<file path="config.mk">
export PLATFORM = sky130hd
export DESIGN_NAME = dram_frame_scheduler
export DESIGN_NICKNAME = d
export VERILOG_FILES = /design/src/rtl/dram_sched_pkg.sv /design/src/rtl/dram_buf_ring.sv /design/src/rtl/dram_frame_scheduler.sv
export SDC_FILE = /design/constraint.sdc
export NUM_CORES = 1
export LEC_CHECK = 0
export ABC_AREA = 1
export CAP_MARGIN = 20
export CORE_UTILIZATION = 45
export CTS_CLUSTER_SIZE = 30
export DETAILED_ROUTE_END_ITERATION = 8
export PLACE_DENSITY_LB_ADDON = 0.05
export SETUP_SLACK_MARGIN = 0.02
export SLEW_MARGIN = 20
export SYNTH_ARGS = -nofsm -noshare
export SYNTH_HDL_FRONTEND = slang
export SYNTH_HIERARCHICAL = 1
export SYNTH_SLANG_ARGS = --single-unit
</file>
<file path="constraint.sdc">
create_clock -name ACLK -period 7.8 [get_ports ACLK]
set_clock_uncertainty 0.05 [all_clocks]
set_input_delay 2.34 -clock ACLK [delete_from_list [all_inputs] [get_ports ACLK]]
set_output_delay 2.34 -clock ACLK [all_outputs]
set_load 0.02 [all_outputs]
</file>
<file path="src/rtl/dram_sched_pkg.sv">
// dram_sched_pkg: shared types and constants for the DRAM frame scheduler.
//   state_t     - scheduler FSM states
//   BURST_BYTES - bytes moved by one AXI burst (16 beats x 8 B)
//   BURST_SHIFT - log2(BURST_BYTES), converts bytes to bursts
//   NB_W        - width of a frame length expressed in bursts
//   IDX_W       - width of a ring buffer index
package dram_sched_pkg;
    typedef enum logic [1:0] {IDLE, ISSUE, WAIT_B, STALL} state_t;
    localparam int BURST_BYTES = 128;
    localparam int BURST_SHIFT = $clog2(BURST_BYTES);
    localparam int NB_W = 32 - BURST_SHIFT;
    localparam int IDX_W = 4;
endpackage

</file>
<file path="src/rtl/dram_buf_ring.sv">
// dram_buf_ring: bookkeeping for the ring of DRAM frame buffers.
//   clk, rst_n     - clock, synchronous active-low reset
//   load           - capture base/stride, restart ring at buffer 0
//   base, stride   - address of buffer 0 and step between buffers
//   adv            - a frame completed: count it as held, move to next buffer
//   rel            - consumer frees the oldest held buffer
//   wr_idx, addr   - buffer the next frame is written into
//   room           - after this cycle's updates, fewer than NBUF buffers held
module dram_buf_ring
    import dram_sched_pkg::*;
#(
    parameter int NBUF = 4
) (
    input  logic             clk,
    input  logic             rst_n,
    input  logic             load,
    input  logic [31:0]      base,
    input  logic [31:0]      stride,
    input  logic             adv,
    input  logic             rel,
    output logic [IDX_W-1:0] wr_idx,
    output logic [31:0]      addr,
    output logic             room
);
    localparam logic [4:0] FULL = 5'(NBUF);
    localparam logic [IDX_W-1:0] LAST = IDX_W'(NBUF - 1);

    logic [4:0]  held, held_next;
    logic [31:0] base_q, stride_q;
    logic        dec, wrap;

    // A release with nothing held is meaningless and is dropped.
    always_comb begin
        dec = rel && held != 5'd0;
        wrap = wr_idx == LAST;
        held_next = held + {4'd0, adv} - {4'd0, dec};
        room = held_next < FULL;
    end

    always_ff @(posedge clk) begin
        if (!rst_n) begin
            held <= '0;
            wr_idx <= '0;
            addr <= '0;
            base_q <= '0;
            stride_q <= '0;
        end else begin
            held <= held_next;
            if (load) begin
                base_q <= base;
                stride_q <= stride;
                wr_idx <= '0;
                addr <= base;
            end else if (adv) begin
                wr_idx <= wrap ? '0 : wr_idx + 1'b1;
                addr <= wrap ? base_q : addr + stride_q;
            end
        end
    end
endmodule

</file>
<file path="src/rtl/dram_frame_scheduler.sv">
// dram_frame_scheduler: programs the AXI DRAM writer with one frame per ring buffer.
//   ACLK, ARESETN                      - clock, synchronous active-low reset
//   START, STOP                        - host run control (levels)
//   BASE_ADDR, FRAME_BYTES, FRAME_STRIDE - ring geometry, captured at START
//   CFG_VALID/READY, CFG_START_ADDR, CFG_NBYTES - writer CONFIG handshake
//   BVALID, BRESP                      - snooped AXI write responses
//   FRAME_DONE, FRAME_IDX              - completed-frame pulse and its buffer
//   RELEASE                            - consumer frees oldest held buffer
//   BUSY, ERROR                        - not idle; sticky error
module dram_frame_scheduler
    import dram_sched_pkg::*;
#(
    parameter int NBUF = 4
) (
    input  logic             ACLK,
    input  logic             ARESETN,
    input  logic             START,
    input  logic             STOP,
    input  logic [31:0]      BASE_ADDR,
    input  logic [31:0]      FRAME_BYTES,
    input  logic [31:0]      FRAME_STRIDE,
    output logic             CFG_VALID,
    input  logic             CFG_READY,
    output logic [31:0]      CFG_START_ADDR,
    output logic [31:0]      CFG_NBYTES,
    input  logic             BVALID,
    input  logic [1:0]       BRESP,
    output logic             FRAME_DONE,
    output logic [IDX_W-1:0] FRAME_IDX,
    input  logic             RELEASE,
    output logic             BUSY,
    output logic             ERROR
);
    state_t           state, state_next;
    logic [NB_W-1:0]  nbursts, bursts_left;
    logic             start, hs, bv, last, room;
    logic [IDX_W-1:0] wr_idx;
    logic [31:0]      addr;
    logic             unused_low;

    // Sub-burst byte counts are truncated away.
    assign unused_low = ^FRAME_BYTES[BURST_SHIFT-1:0];
    assign CFG_NBYTES = {nbursts, {BURST_SHIFT{1'b0}}};

    dram_buf_ring #(.NBUF(NBUF)) ring (
        .clk    (ACLK),
        .rst_n  (ARESETN),
        .load   (start),
        .base   (BASE_ADDR),
        .stride (FRAME_STRIDE),
        .adv    (last),
        .rel    (RELEASE),
        .wr_idx (wr_idx),
        .addr   (addr),
        .room   (room)
    );

    // room reflects this cycle's done/release, so decisions see post-update held.
    always_comb begin
        state_next = state;
        start = state == IDLE && START;
        hs = state == ISSUE && CFG_VALID && CFG_READY;
        bv = state == WAIT_B && BVALID;
        last = bv && bursts_left == NB_W'(1);
        case (state)
            IDLE:    if (start && FRAME_BYTES[31:BURST_SHIFT] != '0) state_next = room ? ISSUE : STALL;
            ISSUE:   if (hs) state_next = WAIT_B;
            WAIT_B:  if (last) state_next = STOP ? IDLE : (room ? ISSUE : STALL);
            STALL:   state_next = STOP ? IDLE : (room ? ISSUE : STALL);
            default: state_next = IDLE;
        endcase
    end

    always_ff @(posedge ACLK) begin
        if (!ARESETN) state <= IDLE;
        else state <= state_next;
    end

    always_ff @(posedge ACLK) begin
        if (!ARESETN) begin
            CFG_VALID <= 1'b0;
            CFG_START_ADDR <= '0;
            nbursts <= '0;
            bursts_left <= '0;
            FRAME_DONE <= 1'b0;
            FRAME_IDX <= '0;
            BUSY <= 1'b0;
            ERROR <= 1'b0;
        end else begin
            // Valid rises one cycle after entering ISSUE, address latched with it.
            CFG_VALID <= state == ISSUE && !hs;
            if (state == ISSUE && !CFG_VALID) CFG_START_ADDR <= addr;
            FRAME_DONE <= last;
            if (last) FRAME_IDX <= wr_idx;
            BUSY <= state_next != IDLE;
            if (start) begin
                nbursts <= FRAME_BYTES[31:BURST_SHIFT];
                ERROR <= FRAME_BYTES[31:BURST_SHIFT] == '0;
            end else if (bv && BRESP != 2'b00) begin
                ERROR <= 1'b1;
            end
            if (hs) bursts_left <= nbursts;
            else if (bv) bursts_left <= bursts_left - 1'b1;
        end
    end
endmodule

</file>
==> flow_metrics.tcl <==
set metrics [dict create \
    rsz0062_at_grt "no" \
    fmax_mhz 192.6 \
    insertedDiodeCount 0 \
    netlist_instances 1683 \
    clockBufferDepth 2 \
    post_drt_wl_per_cell_um 15.06 \
    ys_types 43 \
    status "finished clean" \
    grt-ovfl-total 0 \
    end_kind "flop" \
    cts_num_sinks 197 \
    die_y_um 158.4 \
    hp-class "reg2reg" \
    clkSlewWorstSetupHoldPaths_ns 0.08 \
    drtAntennaViolNets 0 \
    drt_wl_total_um 32260 \
    post_cts_resized 0 \
    power_frac_comb_pct 42.6 \
    drv_slew 0 \
    area_delta_synth_final_pct 21.77 \
    period_needed_ns 5.193 \
    start_kind "input pin" \
    cts_buffers 17 \
    critPathRequiredTime_ns 8.09 \
    finalSetupViolations 0 \
    start_util_pct 46.33 \
    drv_cap 0 \
    path_max_fanout 24 \
    vias 10809 \
    ys.flop_type "dfxtp_1" \
    core_area_um2 23750 \
    worstHoldEndpoint "ring/base_q[0]" \
    leakage_nw 6.038 \
    power.clock.fraction_pct 22.1 \
    hold_start "ring/base_q[0]" \
    fin_crit_sh_pct 66.57 \
    yosys_warnings 6 \
    rows 56 \
    postSynthAreaPerCell_um2 6.539 \
    intPower_mw 2.234 \
    worst_r2r_endpoint "BUSY" \
    async_reset_ff_share_pct 0 \
    post-cts-setup-buffers 0 \
    io_pins 177 \
    fin_ws_ns 2.607 \
    htreeDepth 4 \
    r2r_slack_ns 4.44 \
    hold_path_depth 2 \
    grt_antenna_before_repair 1 \
    reg2regPathDepth 22 \
    port_buffers 162 \
    tightest_slew_ns 1.017 \
    power.density_nw_per_um2 287.5 \
    peakVddDrop_uv 153.6 \
    hold_viol_final 0 \
    crit_type "in2reg" \
    post-place-cells 2110 \
    grt_start_max_net_pins 83 \
    nets 1958 \
    vias_per_cell 5.046 \
    p_seq_share_pct 35.2 \
    grt_pass1_vias 9984 \
    cts_hold_buf 0 \
    synth-edff-count 0 \
    grt_usage_pct 26.61 \
    fin_tns_setup_ns 0 \
    drive_gt1_share_pct 5.815 \
    die_w_um 158.4 \
    insertion_delay_ns 0.45 \
    timing.hold.ws_ns 0.4113 \
    total_power_mw 3.853 \
    yosysSeqAreaShare_pct 35.84 \
    synth_area_um2 11000 \
    grt_pass1_wl_um 51750 \
    drc 0 \
    ys_ff_latch 197 \
    cts-root-buf "clkbuf_16" \
    finalNonFillerCells 2142 \
    r2r_start "state[1]" \
    dieArea_um2 25080 \
    crit_arrival_ns 5.48 \
    max_slew_margin_pct 32.12 \
    dr.pass1.iters 7 \
    gp_congestion 0.9275 \
    netSwitchingFraction_pct 42.03 \
    cts_tree "done" \
    post-place-ws_ns 2.146 \
    hpwl_um 23990 \
    p_switching_mw 1.620 \
    drt-initial-drc-count 661 \
]
cell families (layout without fill, tap and decap cells):
family | Yosys count | after routing | share of synthesized area (%)
and+or+nand+nor | 813 | 813 | 31.04
AOI/OAI and AO/OA | 315 | 315 | 15.76
buffers and inverters | 288 | 422 | 10.27
DFF | 197 | 197 | 35.84
adders and majority gates | 42 | 42 | 4.912
xor gates and xnor gates | 27 | 27 | 2.149
other | 1 | 7 | 0.03408
cell usage in the layout (no fill, tap or decap), drive strengths merged:
cell / instances
clkdlybuf4s50: 161
nand4: 2
clkbuf: 19
a211oi: 2
nor2: 240
fa: 2
a221oi: 1
o22ai: 15
inv: 221
or2: 2
xor2: 19
xnor2: 8
o21bai: 3
nand3b: 2
and2: 5
buf: 13
o211ai: 7
a21oi: 131
ha: 40
a21boi: 17
o21a: 2
nand2: 437
conb: 7
dfxtp: 197
a31oi: 15
nand3: 121
nor3: 4
clkinvlp: 2
a21o: 1
o21ai: 121
clkinv: 6
metal layers:
| metal | wire, um | track usage, % | vias up | share of wire, % |
|---|---|---|---|---|
| li1 | - | - | 5603 | - |
| met1 | 15160 | 35.14 | 4973 | 47 |
| met2 | 15410 | 45.76 | 207 | 48 |
| met3 | 1277 | 3.321 | 24 | 4.0 |
| met4 | 407 | 6.593 | 2 | 1.3 |
| met5 | 13 | 0 | - | 0.040 |
how the worst max path moves through the flow:
stage                     startpoint    to  slack [ns]  cells after the start
after floorplan               BVALID  BUSY        3.30                     21
after global placement        BVALID  BUSY        2.14                     23
after detailed placement      BVALID  BUSY        2.15                     23
after CTS                     BVALID  BUSY        2.61                     23
after global routing          BVALID  BUSY        2.35                     23
final                         BVALID  BUSY        2.61                     23
layout make-up:
class / instances / area, um^2
flip-flops and latches: 197 / 3944
multi-input cells: 1204 / 5956
repair buffers: 174 / 1727
well taps: 319 / 399.1
fillers: 2401 / 10350
clock inverters: 12 / 116.4
inverters: 217 / 815.8
clock buffers: 19 / 442.9
critical path: stages:
cell and delay [ns]:
clkdlybuf4s50_1 0.46, nand2_1 0.08, nor2_4 0.09, buf_4 0.30
nand3_2 0.11, nor2_1 0.12, nand2_1 0.18, inv_2 0.25
ha_1 0.21, inv_1 0.05, fa_1 0.40, inv_1 0.07
a21oi_1 0.05, nor2_1 0.08, nor2_1 0.05, xor2_1 0.17
nand2_1 0.07, nor2_1 0.09, inv_1 0.05, nand2_1 0.05
nand2_1 0.05, nand2_1 0.08, nand2_1 0.06
power groups by stage:
stage	Clock, mW	Sequential, mW	Combinational [mW]
after floorplan	0	1.38	1.14
after global placement	0	1.38	1.62
after detailed placement	0	1.38	1.64
after CTS	0.870	1.36	1.65
after global routing	0.914	1.38	1.86
final	0.853	1.36	1.64
flip-flops by register name, summed over array words and instances (netlist names):
name	flops
FRAME_DONE	1
nbursts	25
ring/stride_q	32
CFG_START_ADDR	32
BUSY	1
ring/wr_idx	4
ring/base_q	32
ring/held	5
state	2
CFG_VALID	1
ring/addr	32
ERROR	1
bursts_left	25
FRAME_IDX	4
stage by stage:
step	area (um^2)	utilization (%)
after global placement	12810	53.93
after floorplan	11030	-
after global routing	13400	56.42
after CTS	13370	56.29
final	13400	56.42
after detailed placement	12810	53.93
cell usage after synthesis (3+ instances only):
library cell / instances / area share (%)
a21boi_0: 15 / 1.0
a21oi_1: 123 / 5.6
a21oi_2: 8 / 0.64
a31oi_1: 15 / 0.85
and2_1: 5 / 0.28
buf_2: 9 / 0.41
buf_4: 10 / 0.68
clkbuf_1: 50 / 1.7
dfxtp_1: 197 / 36
ha_1: 40 / 4.5
inv_1: 209 / 7.1
inv_2: 7 / 0.24
nand2_1: 417 / 14
nand2_2: 18 / 1.0
nand3_1: 113 / 5.1
nand3_2: 7 / 0.64
nor2_1: 226 / 7.7
nor2_2: 9 / 0.51
nor2_4: 5 / 0.51
o211ai_1: 7 / 0.48
o21ai_0: 115 / 5.2
o21ai_1: 6 / 0.27
o21bai_1: 3 / 0.20
o22ai_1: 15 / 0.85
xnor2_1: 8 / 0.64
xor2_1: 19 / 1.5
No activity file was read; power rests on OpenSTA's default activity.
